File: src/rtl/reg_file_scoreboard.sv
// rtl/reg_file_scoreboard.sv - register file with bypass, zero register and pending-write scoreboard
//
// Ports:
//   clock, reset                       : design clock, asynchronous active-high reset
//   controlRegWrite/writeReg/writeData : writeback port (array updates on rising edge)
//   readReg1/readReg2 -> reg1Data/reg2Data : combinational read ports (optional bypass)
//   useReg1/useReg2                    : current instruction consumes the read port
//   issueValid/issueReg                : issuing instruction will write issueReg (marks pending)
//   reg1Busy/reg2Busy/stall            : RAW hazard indications for the read ports
//   pendingCount                       : number of registers with a pending write
//   inr -> outvalue                    : raw debug readout of the array, never bypassed
module reg_file_scoreboard #(
  parameter int DATA_WIDTH = 16,
  parameter int ADDR_WIDTH = 5,
  parameter int ZERO_REG   = 1,
  parameter int BYPASS     = 1
) (
  input  logic                  clock,
  input  logic                  reset,
  input  logic                  controlRegWrite,
  input  logic [ADDR_WIDTH-1:0] writeReg,
  input  logic [DATA_WIDTH-1:0] writeData,
  input  logic [ADDR_WIDTH-1:0] readReg1,
  input  logic [ADDR_WIDTH-1:0] readReg2,
  output logic [DATA_WIDTH-1:0] reg1Data,
  output logic [DATA_WIDTH-1:0] reg2Data,
  input  logic                  useReg1,
  input  logic                  useReg2,
  input  logic                  issueValid,
  input  logic [ADDR_WIDTH-1:0] issueReg,
  output logic                  reg1Busy,
  output logic                  reg2Busy,
  output logic                  stall,
  output logic [ADDR_WIDTH:0]   pendingCount,
  input  logic [ADDR_WIDTH-1:0] inr,
  output logic [DATA_WIDTH-1:0] outvalue
);

  localparam int DEPTH = 1 << ADDR_WIDTH;
  localparam bit ZR    = (ZERO_REG != 0);
  localparam bit BP    = (BYPASS != 0);

  logic [DATA_WIDTH-1:0] regs [DEPTH];
  logic [DEPTH-1:0]      pending;
  logic [DEPTH-1:0]      pending_next;
  logic [DEPTH-1:0]      set_vec;
  logic [DEPTH-1:0]      clr_vec;
  logic [ADDR_WIDTH:0]   count_q;
  logic [ADDR_WIDTH:0]   rises;
  logic [ADDR_WIDTH:0]   falls;
  logic                  wr_en;
  logic                  zero1;
  logic                  zero2;
  logic                  hit1;
  logic                  hit2;

  // Writes to the hardwired zero register are dropped entirely.
  assign wr_en = controlRegWrite & ~(ZR & (writeReg == '0));

  always_ff @(posedge clock or posedge reset) begin
    if (reset) begin
      for (int i = 0; i < DEPTH; i++) begin
        regs[i] <= '0;
      end
    end else if (wr_en) begin
      regs[writeReg] <= writeData;
    end
  end

  assign zero1 = ZR & (readReg1 == '0);
  assign zero2 = ZR & (readReg2 == '0);

  // A writeback to the read index this cycle: forwarded data and no hazard.
  assign hit1 = BP & controlRegWrite & (writeReg == readReg1);
  assign hit2 = BP & controlRegWrite & (writeReg == readReg2);

  assign reg1Data = zero1 ? '0 : ((hit1 & wr_en) ? writeData : regs[readReg1]);
  assign reg2Data = zero2 ? '0 : ((hit2 & wr_en) ? writeData : regs[readReg2]);

  assign reg1Busy = ~zero1 & pending[readReg1] & ~hit1;
  assign reg2Busy = ~zero2 & pending[readReg2] & ~hit2;
  assign stall    = (useReg1 & reg1Busy) | (useReg2 & reg2Busy);

  // regs[0] is never written when hardwired, so the raw readout is already 0.
  assign outvalue = regs[inr];

  // Set wins over clear so a re-issue in the writeback cycle keeps the new producer pending.
  always_comb begin
    set_vec = '0;
    clr_vec = '0;
    rises   = '0;
    falls   = '0;
    if (issueValid && !(ZR && (issueReg == '0))) begin
      set_vec[issueReg] = 1'b1;
    end
    if (controlRegWrite) begin
      clr_vec[writeReg] = 1'b1;
    end
    pending_next = set_vec | (pending & ~clr_vec);
    for (int i = 0; i < DEPTH; i++) begin
      rises = rises + {{ADDR_WIDTH{1'b0}}, (pending_next[i] & ~pending[i])};
      falls = falls + {{ADDR_WIDTH{1'b0}}, (pending[i] & ~pending_next[i])};
    end
  end

  always_ff @(posedge clock or posedge reset) begin
    if (reset) begin
      pending <= '0;
      count_q <= '0;
    end else begin
      pending <= pending_next;
      count_q <= count_q + rises - falls;
    end
  end

  assign pendingCount = count_q;

endmodule

File: config.mk
export PLATFORM = sky130hd
export DESIGN_NAME = reg_file_scoreboard
export DESIGN_NICKNAME = d
export VERILOG_FILES = /design/src/rtl/reg_file_scoreboard.sv
export SDC_FILE = /design/constraint.sdc
export NUM_CORES = 2
export LEC_CHECK = 0
export BUFFER_PORTS_ARGS = -buffer_cell sky130_fd_sc_hd__buf_2
export CAP_MARGIN = 0
export CORE_MARGIN = 3
export CORE_UTILIZATION = 40
export CTS_CLUSTER_SIZE = 14
export DETAILED_ROUTE_END_ITERATION = 10
export SYNTH_ARGS = -nofsm -noshare
export SYNTH_HDL_FRONTEND = slang
export SYNTH_SLANG_ARGS = --single-unit
File: constraint.sdc
create_clock -name clock -period 22.2 [get_ports clock]
set_input_delay 4.44 -clock clock [delete_from_list [all_inputs] [get_ports clock]]
set_output_delay 4.44 -clock clock [all_outputs]
set_load 0.1 [all_outputs]
# Word-level counts from Yosys, hierarchy flattened
# Index checks and enable logic that the tools add are counted.
# totals
output_inout_bits	57
inputBits	47
wordCells	298
register_bits	550
# classes
n_reduce_logical	9
magnitude_cmp	11
eq_ne	2
muxes	26
addsub	64
n_bitwise	152
# op_table
operator	n
bitwise mux 512 bit	1
adder 6 x 1 -> 6 bit	52
binary-select mux 16 bit (select 5 bit)	3
2-to-1 mux 16 bit	11
demux 16 bit (select 5 bit)	1
bitwise AND 1 bit	75
NOT 1 bit	69
2-to-1 mux 32 bit	2
bitwise AND 32 bit	1
NOT 32 bit	1
bitwise OR 32 bit	1
>= comparator 6 bit, second input constant	4
< comparator 5 x 6 -> 1 bit, second input constant	4
NOT 5 -> 6 bit	4
zero test 5 bit	4
adder 5 x 1 -> 6 bit	2
adder 4 x 1 -> 5 bit	2
binary-select mux 1 bit (select 5 bit)	2
demux 1 bit (select 5 bit)	2
equality test 5 bit	2
>= comparator 5 x 1 -> 1 bit, second input constant	2
adder 3 x 1 -> 4 bit	2
adder 2 x 1 -> 3 bit	2
adder 6 bit	1
7 further kinds	14

# Logic depth before layout (Yosys ltp)
# depth
ltp_word	42
mapped_depth	26
ltp_nobuf	25

# Least setup slack after synthesis
# Ideal clock, no wire load.
# synth_path
path_kind	input to output
start	input readReg1[0]
end	output reg1Data[14]
path_stages	8
t_arrival_ns	7.806
slack_ns	9.954
path_cell_list	buf_2 -> buf_2 -> and2_1 -> buf_2 -> a22oi_1 -> nand3_1 -> nand2_1 -> o32ai_1
# synth_via
elab_chain_cells	6
word_cells_on_any_way	10
cone_classes	1 x eq/ne; 5 x mux; 3 x bitwise; 1 x reduce/logical
# synth_rtl
item	line_no	text
start, declared	23	input logic [ADDR_WIDTH-1:0] readReg1,
NOT 5 -> 6 bit (not written as such)	77	assign reg1Data = zero1 ? '0 : ((hit1 & wr_en) ? writeData : regs[readReg1]);
binary-select mux 16 bit (select 5 bit)	77	
2-to-1 mux 16 bit (not written as such) (2 in a row)	77	
2-to-1 mux 16 bit	77	
2-to-1 mux 16 bit (*)	77	
end, declared	25	output logic [DATA_WIDTH-1:0] reg1Data,
# Mark *: on every way between the ends. The rest lies on a longest branch, timed or not. The select of a mux whose other input is x is not followed.

# Final worst setup path
# layout_path
start	input readReg2[0]
end	output reg2Data[0]
# layout_via
elab_chain_cells	6
word_cells_on_any_way	10
cone_classes	1 x eq/ne; 5 x mux; 3 x bitwise; 1 x reduce/logical
# layout_rtl
item	line_no	text
start, declared	24	input logic [ADDR_WIDTH-1:0] readReg2,
NOT 5 -> 6 bit (not written as such)	78	assign reg2Data = zero2 ? '0 : ((hit2 & wr_en) ? writeData : regs[readReg2]);
binary-select mux 16 bit (select 5 bit)	78	
2-to-1 mux 16 bit (not written as such) (2 in a row)	78	
2-to-1 mux 16 bit	78	
2-to-1 mux 16 bit (*)	78	
end, declared	26	output logic [DATA_WIDTH-1:0] reg2Data,
# Marked as above.

==> metrics.csv <==
metric,value,unit
outcome,"finished, final reports clean",
routed-via-count,25173,
synth.area.top_cells,"dfrtp_1, mux4_2, mux2_2",
start_util,40.6,%
fin_skew,0.0130,ns
cts_buffers,60,
finalInstanceArea,0.0392,sq mm
yosysSeqAreaShare,38.8,%
hold_path.class,register to register,
drc,0,
rows,108,
cts.sinks,550,
root_buffer,clkbuf_16,
syn_inst,2585,
cap_violations,0,
drive_gt1_share,46.7,%
die_w,304,microns
clk_pin_slew,0.06,ns
synth.cell_area,0.0355,sq mm
yosys_warnings,0,
syn_area_per_cell,13.7,sq um
placed_cell_area,0.0370,sq mm
insertion_delay,0.65,ns
slew_viol_final,0,
async_reset_ff_share,100,%
synth_nets,2704,
grt_start_max_net_pins,136,
fmax,0.0789,GHz
antenna_found_initial,15,
drt_iter0_markers,2908,
power,4.83,mW
wl,126,mm
cp-start-kind,input port,
grt_overflow,0,
ctsHoldBuffers,0,
final.setup.tns,0,ns
final_common_cell,dfrtp_1,
fin_crit_sh,57.1,%
vias_per_cell,6.69,
synth_compound_area_share,5.24,%
synthSimpleGateAreaFrac,4.84,%
ir_drop,1020,uV
path_max_fanout,83,
period_minus_slack,12.68,ns
layout_common_cells,"dfrtp_1, mux2_2, mux4_2, a22oi_1, nand2_1",
synthXorXnorAreaFrac,0.395,%
critPathKind,input port to output pin,
die_h,304,microns
h-tree-depth,2,
worst_ep_required_time,17.76,ns
hold_viol_final,0,
max-slew-margin-rel,9.63,%
gp_congestion,0.889,
cts_setup_buffers,0,
syn_to_final_growth,10.3,%
fin_nets,2670,
dp_hpwl,76.1,mm
core_area,0.0874,sq mm
synth_top_family_by_area,multiplexers,
cts.repair.resized,0,
p_per_area,123,mW/mm^2
yosysTopAreaCellShare,38.8,%
cts_tree,done,
ios,104,
yosys.area.top_type,dfrtp_1,
grtUsageTotal,27.0,%
synthFlopType,dfrtp_1,
ys_ff_latch,550,
grt_pass1_vias,25892,
worst_slew_pin_slew,1.35,ns
synth_cell_types,54,
cp-end-kind,output pin,
synthMuxAreaShare,42.8,%
die_area,0.0924,sq mm
numPortBuffers,103,
setup_viol,0,
synthAdderAreaFrac,3.78,%
p_leak,16.5,nW
arrival,8.24,ns
ant_nets,0,
wl_per_cell,33.4,microns
clockBufferDepth,3,
synth_edf_count,0,
rsz0062_at_grt,false,
drtPass1Iterations,6,
grt_first_pass_wirelength,184,mm
area by class of cell:
| type | count | area (sq um) |
|---|---|---|
| Tap cell | 1155 | 1450 |
| Antenna cell | 11 | 27.5 |
| Multi-Input combinational cell | 1682 | 20400 |
| Clock inverter | 23 | 432 |
| Inverter | 93 | 357 |
| Timing Repair Buffer | 164 | 1030 |
| Clock buffer | 84 | 1710 |
| Sequential cell | 550 | 13800 |
| Fill cell | 7708 | 48300 |
layer usage:
layer  share of wire (%)  track usage [%]  wire length, microns
met4                 4.4             10.9                  5470
met1                  41             37.5                 51000
met3                  10             7.31                 13000
met2                  45             40.3                 56300
met5              0.0087                0                    11
cells in the mapped netlist (12+ instances only):
cell,n
dfrtp_1,550
mux2_2,536
mux4_2,381
clkbuf_1,149
a22oi_1,110
nand2_1,102
inv_1,93
buf_2,85
nor2_1,72
fa_1,59
mux2i_1,58
a21oi_1,38
o21ai_0,33
o22ai_1,26
or3_1,24
nand3_1,23
and3_1,21
nor2b_1,19
nand2b_1,15
o211ai_1,14
buf_1,13
ha_1,13
buf_4,12
nor3_1,12
or2_2,12
sequential cells by signal, summed over array words and instances (netlist names):
name	flops
regs	512
pending	32
pendingCount	6
stage by stage:
| step | util, % | setup WS [ns] | instances | hold slack, ns |
|---|---|---|---|---|
| floorplan | - | 2.38 | 2585 | 0.441 |
| global placement | 42.3 | 9.53 | 3644 | 0.379 |
| detailed placement | 42.3 | 9.54 | 3644 | 0.383 |
| CTS | 44.8 | 9.54 | 3751 | 0.399 |
| global route | 44.8 | 9.36 | 3753 | 0.413 |
| finish | 44.8 | 9.52 | 3762 | 0.394 |
worst max-delay path, cell delays in order:
cell     delay, ns
buf_8         0.72
buf_4         1.02
mux4_2        0.63
a22oi_1       0.22
nand2_1       0.09
a22oi_1       0.49
a21oi_1       0.16
buf_2         0.33
cells by family after synthesis:
logic type,after synthesis
xor gates and xnor gates,16
and+or+nand+nor,345
DFF,550
muxes,975
adders and majority gates,72
other,1
buffers and inverters,353
AOI/OAI and AO/OA,273
where the power goes:
group / internal, mW / switching [mW]
Clock: 0.674 / 0.439
Sequential: 1.23 / 0.200
Combinational: 1.09 / 1.20
Total: 2.99 / 1.84
path summary, 6_finish.rpt:
check                                           start                        end  slack [ns]  cells past startpoint
worst max register to register  pending[28]$_DFF_PP0_  pendingCount[5]$_DFF_PP0_       15.93                     22
worst max-delay path                      readReg2[0]                reg2Data[0]        9.52                      8
min in group asynchronous                       reset  pendingCount[5]$_DFF_PP0_        3.95                      2
max in group asynchronous                       reset      regs[424]$_DFFE_PP0P_       15.42                      5
worst min-delay path            regs[499]$_DFFE_PP0P_      regs[499]$_DFFE_PP0P_        0.39                      0
worst min register to register  regs[499]$_DFFE_PP0P_      regs[499]$_DFFE_PP0P_        0.39                      0
No activity file was read; power rests on OpenSTA's default activity.
